## src/rtl/fetch_sequencer.sv

```systemverilog
// Instruction fetch sequencer: issues one imem read per cycle, registers returned words for decode,
// absorbs a one-cycle stall with a single-entry skid buffer. Optional stop address via `FETCH_HALT_EN`.
module fetch_sequencer #(
  parameter logic [31:0] RESET_PC = 32'd0,
  parameter logic [31:0] HALT_PC  = 32'd60
) (
  input  logic        clk,
  input  logic        reset,
  input  logic        stall_flag,
  input  logic        branch_taken,
  input  logic [31:0] branch_target,
  output logic        imem_rd_en,
  output logic [9:0]  imem_addr,
  input  logic [31:0] imem_rdata,
  output logic [31:0] inp_instn,
  output logic [31:0] if_pc,
  output logic        if_valid,
  output logic        stall_flag_out,
  output logic        halted
);

`ifdef FETCH_HALT_EN
  typedef enum logic [1:0] {ST_RUN = 2'd0, ST_STALL = 2'd1, ST_HALT = 2'd2} state_t;
`else
  typedef enum logic [1:0] {ST_RUN = 2'd0, ST_STALL = 2'd1} state_t;
`endif

  state_t      r_state;
  logic [31:0] r_pc;
  logic        r_pending;
  logic [31:0] r_pend_pc;
  logic        r_skid_valid;
  logic [31:0] r_skid_instn;
  logic [31:0] r_skid_pc;
  logic [31:0] r_inp_instn;
  logic [31:0] r_if_pc;
  logic        r_if_valid;
  logic        r_stall_out;

  logic        w_halt_hit;
  logic        w_redirect;
  logic        w_issue;

`ifdef FETCH_HALT_EN
  logic        r_halted;

  assign w_halt_hit = (r_state == ST_RUN) && (r_pc == HALT_PC);
  // Once halted, only reset restarts fetching; redirects are ignored.
  assign w_redirect = branch_taken && (r_state != ST_HALT);
  assign halted     = r_halted;
`else
  logic        w_unused_halt_pc;

  assign w_halt_hit       = 1'b0;
  assign w_redirect       = branch_taken;
  assign halted           = 1'b0;
  assign w_unused_halt_pc = ^HALT_PC;
`endif

  // A full skid blocks issue so at most one word is ever outstanding beyond the output register.
  assign w_issue = reset && (r_state == ST_RUN) && !stall_flag && !r_skid_valid
                   && !branch_taken && !w_halt_hit;

  assign imem_rd_en     = w_issue;
  assign imem_addr      = r_pc[11:2];
  assign inp_instn      = r_inp_instn;
  assign if_pc          = r_if_pc;
  assign if_valid       = r_if_valid;
  assign stall_flag_out = r_stall_out;

  always_ff @(posedge clk or negedge reset) begin
    if (!reset) begin
      r_state      <= ST_RUN;
      r_pc         <= RESET_PC;
      r_pending    <= 1'b0;
      r_pend_pc    <= 32'd0;
      r_skid_valid <= 1'b0;
      r_skid_instn <= 32'd0;
      r_skid_pc    <= 32'd0;
      r_inp_instn  <= 32'd0;
      r_if_pc      <= 32'd0;
      r_if_valid   <= 1'b0;
      r_stall_out  <= 1'b0;
`ifdef FETCH_HALT_EN
      r_halted     <= 1'b0;
`endif
    end else begin
      r_stall_out <= stall_flag;
      if (w_redirect) begin
        // Redirect wins over stall and over any word returning this cycle.
        r_pc         <= branch_target & ~32'd3;
        r_pending    <= 1'b0;
        r_skid_valid <= 1'b0;
        r_if_valid   <= 1'b0;
        r_state      <= ST_RUN;
      end else begin
        r_pending <= w_issue;
        if (w_issue) begin
          r_pend_pc <= r_pc;
          r_pc      <= r_pc + 32'd4;
        end

        if (r_pending) begin
          if (stall_flag) begin
            r_skid_valid <= 1'b1;
            r_skid_instn <= imem_rdata;
            r_skid_pc    <= r_pend_pc;
          end else begin
            r_inp_instn <= imem_rdata;
            r_if_pc     <= r_pend_pc;
            r_if_valid  <= 1'b1;
          end
        end else if (r_skid_valid && !stall_flag) begin
          r_inp_instn  <= r_skid_instn;
          r_if_pc      <= r_skid_pc;
          r_if_valid   <= 1'b1;
          r_skid_valid <= 1'b0;
        end else if (!stall_flag) begin
          r_if_valid <= 1'b0;
        end

        case (r_state)
          ST_RUN: begin
`ifdef FETCH_HALT_EN
            if (w_halt_hit) begin
              r_state  <= ST_HALT;
              r_halted <= 1'b1;
            end else
`endif
            if (stall_flag) r_state <= ST_STALL;
          end
          ST_STALL: begin
            if (!stall_flag) r_state <= ST_RUN;
          end
          default: r_state <= r_state;
        endcase
      end
    end
  end

endmodule

```

## config.mk

```make
export PLATFORM = sky130hd
export DESIGN_NAME = fetch_sequencer
export DESIGN_NICKNAME = d
export VERILOG_FILES = /design/src/rtl/fetch_sequencer.sv
export SDC_FILE = /design/constraint.sdc
export NUM_CORES = 1
export LEC_CHECK = 0
export ABC_AREA = 1
export CAP_MARGIN = 40
export CORE_UTILIZATION = 53
export DETAILED_ROUTE_END_ITERATION = 6
export PLACE_DENSITY = 0.8
export RECOVER_POWER = 25
export REMOVE_ABC_BUFFERS = 1
export SYNTH_ARGS = -nofsm -noshare
export SYNTH_HDL_FRONTEND = slang
export SYNTH_SLANG_ARGS = --single-unit
```

## constraint.sdc

```tcl
create_clock -name clk -period 1.9 [get_ports clk]
set_input_delay 0.285 -clock clk [delete_from_list [all_inputs] [get_ports clk]]
set_output_delay 0.285 -clock clk [all_outputs]
set_load 0.01 [all_outputs]
```

After elaboration in Yosys (flattened, before gate mapping) --
Cells that the tools add are included.
Word-level totals: register bits after elaboration 198, bits in latches 0, memory bits (writable) 0, bits in read-only memories 0, output and inout port bits 78, logic and storage cells 61, memories 0
Operators by class: add/sub/neg operators 1, $mul 0, div/mod/pow operators 0, magnitude comparators 0, eq/ne operators 7, shifts and indexed selects 0, multiplexer cells 22, bitwise operators 1, reductions and logical operators 19
Operators with widths (number):
- 32-bit 2-to-1 mux | 8
- 32-bit by 3-bit adder with 32-bit output, second input constant | 1
- 3-bit != test, second input constant | 4
- 1-bit 2-to-1 mux | 10
- 3-bit AND reduction | 3
- 2-bit 2-to-1 mux | 3
- 2-bit AND reduction | 3
- 3-bit nonzero test | 2
- 1-bit logical AND | 5
- 2-bit one-hot mux with 2 select lines | 1
- 2-bit nonzero test | 2
- 1-bit logical NOT | 3
- 3-bit by 1-bit != test with 1-bit output, second input constant | 1
- 2-bit by 1-bit equality test with 1-bit output, second input constant | 1
- 2-bit logical NOT | 1
- 2-bit != test, second input constant | 1
- 1-bit NOT | 1

Depth between registers and ports, before layout --
depth in word-level cells 7, gate-level depth with buffers 8

Worst setup path before layout --
No wires, ideal clock.
path kind flip-flop to flip-flop, from register r_pc[3], to register r_pc[26], arrival 1.307 ns, data required time 1.773 ns, slack 0.466 ns, stages on the path, launching flop included 9, buffers on the path 0, period minus slack after synthesis 1.434 ns, cells stage by stage dfrtp_1 -> ha_1 -> nand2_2 -> nor2_1 -> nand2_2 -> nor2_4 -> nand3_1 -> nand2_1 -> nand3b_1
On the way: cells in the longest elaborated chain, start to end 3
RTL lines:
- start, declared | RTL line 29 | logic [31:0] r_pc;
- start signal, assigned | RTL line 91 | r_pc <= branch_target & ~32'd3;
- start signal, assigned | RTL line 100 | r_pc <= r_pc + 32'd4;
- 32-bit by 3-bit adder with 32-bit output | RTL line 100
- 32-bit 2-to-1 mux | RTL line 98 | if (w_issue) begin
- 32-bit 2-to-1 mux | RTL line 89 | if (w_redirect) begin
Every way passes these cells. The select of a mux whose other input is x is not followed. A chain may end at the register's enable or synchronous reset.

Worst setup path after layout --
from register r_pc[10], to output port imem_addr[8]
RTL lines:
- end, declared | RTL line 13 | output logic [9:0] imem_addr,
No word-level cell between the ends.

==> flow_summary.json <==
{
  "status": "completed",
  "finalCritPeriodShare_pct": 92.0,
  "postCtsSetupBuffers": 0,
  "worst_slew_pin_slew_ns": 1.09,
  "critPathRequiredTime_ns": 1.62,
  "drc": 0,
  "netlist_area_um2": 8600,
  "wire_per_inst_um": 14.4,
  "grt-ovfl-total": 0,
  "cts.sinks": 189,
  "finalCriticalPeriod_ns": 1.75,
  "seqPwrFrac_pct": 45.7,
  "worstPathMaxFanout": 5,
  "power.internal_uw": 8500,
  "sw_frac_of_total_pct": 27.7,
  "syn_to_final_growth_pct": 26.7,
  "first_pass_iters": 7,
  "routed_wl_um": 20000,
  "vias_per_cell": 5.23,
  "synth_top_area_share_pct": 55.0,
  "rows": 46,
  "final-setup-viol-count": 0,
  "worstPathArrival_ns": 1.46,
  "crit_buf_inv": 1,
  "r2r-end": "r_pc[28]",
  "whs_ns": 0.213,
  "drtIter0Drc": 523,
  "grt_most_used_layer": "met2",
  "final_core_util_pct": 68.6,
  "yosys_register_bits": 189,
  "clock_path_buffers": 2,
  "startpoint_type": "flop",
  "synth.yosys.seq_area_share_pct": 55.0,
  "hold_path.class": "in2async",
  "globalplace.congestion": 0.893,
  "clkPwrFrac_pct": 32.8,
  "die_h_um": 129,
  "num_vias": 7295,
  "clkLatencyLatePin_ns": 0.43,
  "drive_gt1_share_pct": 6.79,
  "antenna_found_initial": 0,
  "cp.depth": 1,
  "synth.avg_cell_area_um2": 8.25,
  "dieArea_um2": 16700,
  "final-max-slew-violation-count": 0,
  "grt_pass1_wl_um": 33300,
  "cts_buffers": 17,
  "use_met2_pct": 42.0,
  "yosysTopAreaCell": "dfrtp_1",
  "io_buffer_count": 140,
  "clk_pin_slew_ns": 0.07,
  "crit_start": "r_pc[10]",
  "die_w_um": 129,
  "maxCapViolations": 0,
  "critical_path.top_delay_family": "buffers and inverters",
  "rr_startpoint": "r_pc[2]",
  "peakVddDrop_uv": 697,
  "reg2regPathDepth": 8,
  "end_kind": "primary output",
  "switchingPower_uw": 3250,
  "setup.worst_path.end": "imem_addr[8]",
  "p_comb_share_pct": 21.5,
  "antenna_cells": 0,
  "htree_levels": 4,
  "power_density_nw_per_um2": 1080,
  "finalNetCount": 1235,
  "reg2reg_slack_ns": 0.22,
  "synthDistinctLibCells": 30,
  "start_util_pct": 54.1,
  "ctsRootBufferMaster": "clkbuf_16",
  "grt_usage_pct": 25.5,
  "io_pins": 146,
  "rsz0062_at_grt": "no",
  "place_hpwl_um": 13800,
  "grt_pass1_vias": 6817,
  "cts_tree": "yes",
  "finalHoldViolCount": 0,
  "grt_max_degree": 102,
  "relSlewSlack_pct": 27.4,
  "synth_cells": 1042,
  "fin_total_pwr_uw": 11800,
  "critPathKind": "reg2out",
  "cp_cell_sequence": "clkdlybuf4s50_1",
  "core_um2": 15900,
  "power_leakage_uw": 0.00498,
  "grt_util_met3_pct": 4.29,
  "yosys_warnings": 0,
  "max_clock_freq_ghz": 0.572,
  "met1_usage_pct": 35.3,
  "critPathMaxStageDelay_ns": 0.60,
  "ant_nets": 0,
  "crit_slowest_cell": "clkdlybuf4s50_1",
  "fin_skew_ns": 0.00586,
  "netlist_top_cells_area": "dfrtp_1 55%, nand2_1 13%, o21ai_0 9.7%"
}
## Yosys cell counts, drive strengths merged
| master | count |
|---|---|
| nand2 | 296 |
| o21ai | 225 |
| dfrtp | 189 |
| inv | 105 |
| nor2 | 59 |
| buf | 42 |
| nand3 | 41 |
| clkbuf | 25 |
| a21oi | 16 |
| nand3b | 10 |
| nand4 | 9 |
| o21bai | 6 |
| o211ai | 5 |
| xor2 | 3 |
| a31oi | 2 |
| nor3 | 2 |
| nor3b | 2 |
| o221ai | 2 |
| and2 | 1 |
| conb | 1 |
| ha | 1 |
## layer usage
| metal | vias to the layer above | share of wire (%) |
|---|---|---|
| li1 | 3581 | - |
| met1 | 3460 | 46 |
| met2 | 234 | 48 |
| met3 | 20 | 5.4 |
| met4 | 0 | 1.2 |
| met5 | - | 0 |
## power groups by stage
| stage | logic (uW) | clock network, uW | registers (uW) |
|---|---|---|---|
| 5_1_grt | 2840 | 4080 | 5470 |
| 3_3_place_gp | 2460 | 0 | 5380 |
| 2_1_floorplan | 1020 | 0 | 5540 |
| 3_5_place_dp | 2550 | 0 | 5430 |
| 4_1_cts | 2560 | 3920 | 5360 |
| 6_report | 2520 | 3860 | 5370 |
## flip-flops by register name (all words and copies together), names as in the netlist
signal,cells
r_skid_valid,1
r_pending,1
r_pc,30
stall_flag_out,1
r_skid_pc,30
if_pc,30
r_pend_pc,30
if_valid,1
inp_instn,32
r_state,1
r_skid_instn,32
## area by class of cell
cell class                      count  area, um^2
Inverter                          105         397
Sequential cell                   189        4730
Timing Repair Buffer              170        1710
Multi-Input combinational cell    683        3130
Clock buffer                       20         467
Clock inverter                     12         183
Fill cell                        1290        4990
Tap cell                          216         270
## per-stage QoR
| stage | setup slack, ns | std cells | setup TNS (ns) | cell area (um^2) |
|---|---|---|---|---|
| after floorplan | -1.90 | 977 | -206.28 | 8250 |
| after global placement | 0.00749 | 1362 | 0 | 10200 |
| after detailed placement | 0.00279 | 1362 | 0 | 10200 |
| after CTS | 0.0552 | 1395 | 0 | 10900 |
| after global routing | 0.0871 | 1395 | 0 | 10900 |
| final | 0.151 | 1395 | 0 | 10900 |
## worst min-delay path by stage
stage	endpoint	from	slack (ns)	depth (start not counted)
floorplan	if_pc[10]	reset	-0.01	0
global placement	r_pend_pc[2]	reset	0.45	2
detailed placement	r_pend_pc[2]	reset	0.44	2
CTS	r_skid_instn[6]	reset	0.009	2
global route	stall_flag_out	reset	0.30	2
finish	r_state[0]	reset	0.21	2
## cell families after synthesis
logic type,synth area share [%]
simple gates,20.4
compound gates,15.3
flops,55.0
other cells,0.0436
xor+xnor,0.306
fa+ha+maj,0.146
buf+inv,8.72
## placed cells by master, fill, tap and decap left out, types with 4 or more instances in the layout
master and count:
clkinvlp_4 5, o21bai_1 6, nand3_1 38, nor2_1 52
nand3b_1 10, clkbuf_8 4, o211ai_1 5, clkdlybuf4s50_1 137
buf_12 6, nand2_1 293, buf_4 21, nor2_2 5
inv_1 102, nand4_1 9, o21ai_0 166, bufinv_16 4
a21oi_1 16, dfrtp_1 187, clkbuf_16 17, o21ai_1 59
## timing repair
item,in CTS,in global routing
setup endpoints to repair,1,1
endpoints found under the hold margin,32,0
pin swaps,1,0
gates resized for setup,3,1
hold buffers,1,0
(Power assumes the default switching activity.)
==> variant 1: new RTL, same settings <==
Register the output `stall_flag_out` once more, with the module's reset; this adds one clock of latency there. The other outputs are not delayed to match.
--- a/src/rtl/fetch_sequencer.sv
+++ b/src/rtl/fetch_sequencer.sv
@@ -67,5 +67,11 @@
   assign if_pc          = r_if_pc;
   assign if_valid       = r_if_valid;
-  assign stall_flag_out = r_stall_out;
+  always_ff @(posedge clk or negedge reset) begin
+    if (!reset) begin
+      stall_flag_out <= '0;
+    end else begin
+      stall_flag_out <= r_stall_out;
+    end
+  end
 
   always_ff @(posedge clk or negedge reset) begin
Formal check against the unedited RTL: not equivalent (a bounded check fails within 4 cycles, from zero or initial values and one cycle with reset low).
==> variant 1 against the original RTL <==
Critical path depth is the same. Synthesized area increased by 0.29%. Wire length down 1.5%. Power barely moved. Sequential cell count grew 1. Worst setup slack got worse by 93 ps. Final area grew 0.33%. Non-clock buffer count down 2.
==> variant 1: results <==
[cells_and_area]
drive_above_1_share_pct = 6.621
fillers = 1282
fin_nets = 1234

[critical_path]
worst-path-max-fanout = 8
r2r_start = r_pc[4]$_DFFE_PN0P_
cp-endpoint = imem_addr[2]
cp-startpoint = r_pc[4]$_DFFE_PN0P_
r2r_end = r_pc[26]$_DFFE_PN0P_
cp.arrival_ps = 1560
rrSetupSlack_ps = 270

[place]
gp_congestion = 0.9052

[grt]
grtUsageTotal_pct = 24.78
grtUsageMet3_pct = 4.170
grt_pass1_wl_mm = 32.63
grt_max_degree = 127
met2_usage_pct = 38.84
grt_use_met1_pct = 35.38
grt_pass1_vias = 6734

[sta]
clock_skew_ps = 8.096
worst_slew_pin_slew_ps = 821.8

[drt]
dr.pass1.iters = 5
routed_wl_mm = 19.74
met3WireLength_mm = 1.054
met1Wirelength_mm = 9.247
drtIter0Drc = 678
route.met2.wl_mm = 9.087

[logic_synthesis]
synth.top_cells.by_count = nand2_1, dfrtp_1, o21ai_0
ys_seq_area_share_pct = 55.15

[clocking]
numCtsBuffers = 17

[power]
p_leak_nw = 5.009

[run_status]
status = finished, final reports clean
-- variant 1: worst reg2reg max path, stage by stage (launching register included) --
cell	delay [ps]
dfrtp_1	530
nand2_2	110
nor2_1	190
nand2_2	130
nor2_4	270
nand3_1	120
nand2_1	80
nand3b_1	90
-- variant 1: cell type report --
| class | instances | area [um2] | area share, % |
|---|---|---|---|
| well taps | 216 | 270.3 | 2.473 |
| inverters | 105 | 396.6 | 3.630 |
| clock inverters | 13 | 185.2 | 1.695 |
| clock buffers | 19 | 452.9 | 4.145 |
| multi-input cells | 683 | 3134 | 28.68 |
| flip-flops and latches | 190 | 4758 | 43.55 |
| repair buffers | 168 | 1729 | 15.83 |
-- variant 1: where the power goes --
part	internal, W	leakage, nW	switching [W]
clock network	0.00228	0.310	0.00157
registers	0.00491	2.41	0.000469
logic	0.00129	2.29	0.00123
total	0.00848	5.01	0.00327
-- variant 1: kinds of logic (layout without fill, tap and decap cells) --
family                   count (synthesis)  after routing  synth area share (%)
buffers and inverters                  172            305                 8.694
AND/OR/NAND/NOR                        420            420                 20.36
AO/OA/AOI/OAI                          256            256                 15.30
adder cells (fa/ha/maj)                  1              1                0.1451
XOR/XNOR                                 3              3                0.3048
other                                    1              3               0.04350
flip-flops                             190            190                 55.15
-- variant 1: through the flow --
| stage | setup WS [ps] | util (%) | area (um2) | hold WS (ps) | instances |
|---|---|---|---|---|---|
| 6_report | 58.69 | 68.79 | 10930 | 230.4 | 1394 |
| 4_1_cts | 49.75 | 68.85 | 10940 | 62.45 | 1394 |
| 3_5_place_dp | -3.461 | 64.81 | 10290 | 360.8 | 1362 |
| 5_1_grt | 7.968 | 68.79 | 10930 | 324.8 | 1394 |
| 2_1_floorplan | -1897 | - | 8273 | -10.59 | 978 |
| 3_3_place_gp | -5.387 | 64.81 | 10290 | 333.1 | 1362 |
==> variant 2: new RTL, same settings <==
Without the edit above. Build with the macro `FETCH_HALT_EN` defined.
--- a/src/rtl/fetch_sequencer.sv
+++ b/src/rtl/fetch_sequencer.sv
@@ -1,4 +1,6 @@
 // Instruction fetch sequencer: issues one imem read per cycle, registers returned words for decode,
 // absorbs a one-cycle stall with a single-entry skid buffer. Optional stop address via `FETCH_HALT_EN`.
+`define FETCH_HALT_EN
+
 module fetch_sequencer #(
   parameter logic [31:0] RESET_PC = 32'd0,
Formal check against the unedited RTL: not equivalent (a bounded check fails within 4 cycles, from zero or initial values and one cycle with reset low).
==> variant 2 against the original RTL <==
Synthesized area rose by 5.2%. Die area rose by 5.1%. Clock skew rose by 9.8 ps. Power rose by 11%. Worst setup slack got worse by 120 ps. Wire length rose by 17%. Final area rose by 7.8%. Sequential cell count rose by 2. Critical endpoint is now imem_rd_en. Largest cell class unchanged. Largest power group unchanged.
==> variant 2: results <==
[sta]
finalCriticalPeriod_ps = 1870
slew-limit-headroom_pct = 59.75
whs_ps = 435.3

[critical_path]
crit_slowest_cell = dfrtp_1
worst-path-max-fanout = 2
cp_top_family = simple AND/OR/NAND/NOR gates
ff2ff_path_depth = 10
rrSetupSlack_ps = 140
cp-endpoint = imem_rd_en
r2r_end = r_pc[29]$_DFFE_PN0P_

[power]
switching_power_w = 0.004032
combPwrFrac_pct = 28.6
ir_drop_mv = 0.7255
power_w = 0.01303
p_clk_w = 0.00354

[logic_synthesis]
synth_warnings = 0
avgSynthCellArea_um2 = 8.035
synth.top_cells.by_count = nand2_1, dfrtp_1, o21ai_0
synthTopCellsByArea = dfrtp_1, nand2_1, o21ai_0
ys_seq_area_share_pct = 52.87

[worst_hold_path]
hp-class = in2reg
hold_path.startpoint = branch_target[26]

[drt]
met3WireLength_mm = 1.304
dr.pass1.iters = 5
num_vias = 8340
route.met2.wl_mm = 11.17
drtIter0Drc = 559
wl_per_cell_um = 15.42
routed_wl_mm = 23.48
met1Wirelength_mm = 10.48

[grt]
grt_pass1_vias = 7845
met2_usage_pct = 45.29
grtUsageTotal_pct = 27.66
grt_max_degree = 105
grt_use_met1_pct = 37.17
grt_pass1_wl_mm = 38.54
grtUsageMet3_pct = 4.713

[run_status]
status = finished, final reports clean

[place]
place_inst = 1483
port_buffers = 141
post-dp-hpwl_mm = 15.65
placed_cell_area_um2 = 11000

[clocking]
postCtsSetupRepairBufs = 3
ctsResizeCount = 16
numCtsBuffers = 17

[cells_and_area]
drive_above_1_share_pct = 12.36
fin_nets = 1360
[variant 2: changes by cell type after synthesis, moves of 10 or more]
cell,unedited run,this run
a31oi_1,2,63
o21ai_1,59,5
a21oi_1,16,2
nor2_1,53,128
inv_1,102,42
nand3_1,38,57
nand2_1,293,349
clkbuf_1,24,34
o21ai_2,0,12
[variant 2: final cells by class]
type,count,area [um2]
fill,1336,4906
sequential,191,4781
tap,220,275.3
multi-input combinational,811,3754
clock inverter,14,147.6
inverter,47,178.9
clock buffer,18,439.2
timing repair buffer,222,2161
[variant 2: logic make-up after synthesis]
logic type      count (synthesis)  synth area share (%)
compound gates                249                 15.34
xor+xnor                        3                0.2907
fa+ha+maj                       2                0.2768
buf+inv                       124                 6.754
flops                         191                 52.87
other cells                     1               0.04148
simple gates                  555                 24.43
[variant 2: worst min-delay path, stage by stage]
cell             delay, ps
clkdlybuf4s50_1        410
nand2_1                 70
nand3_1                 70
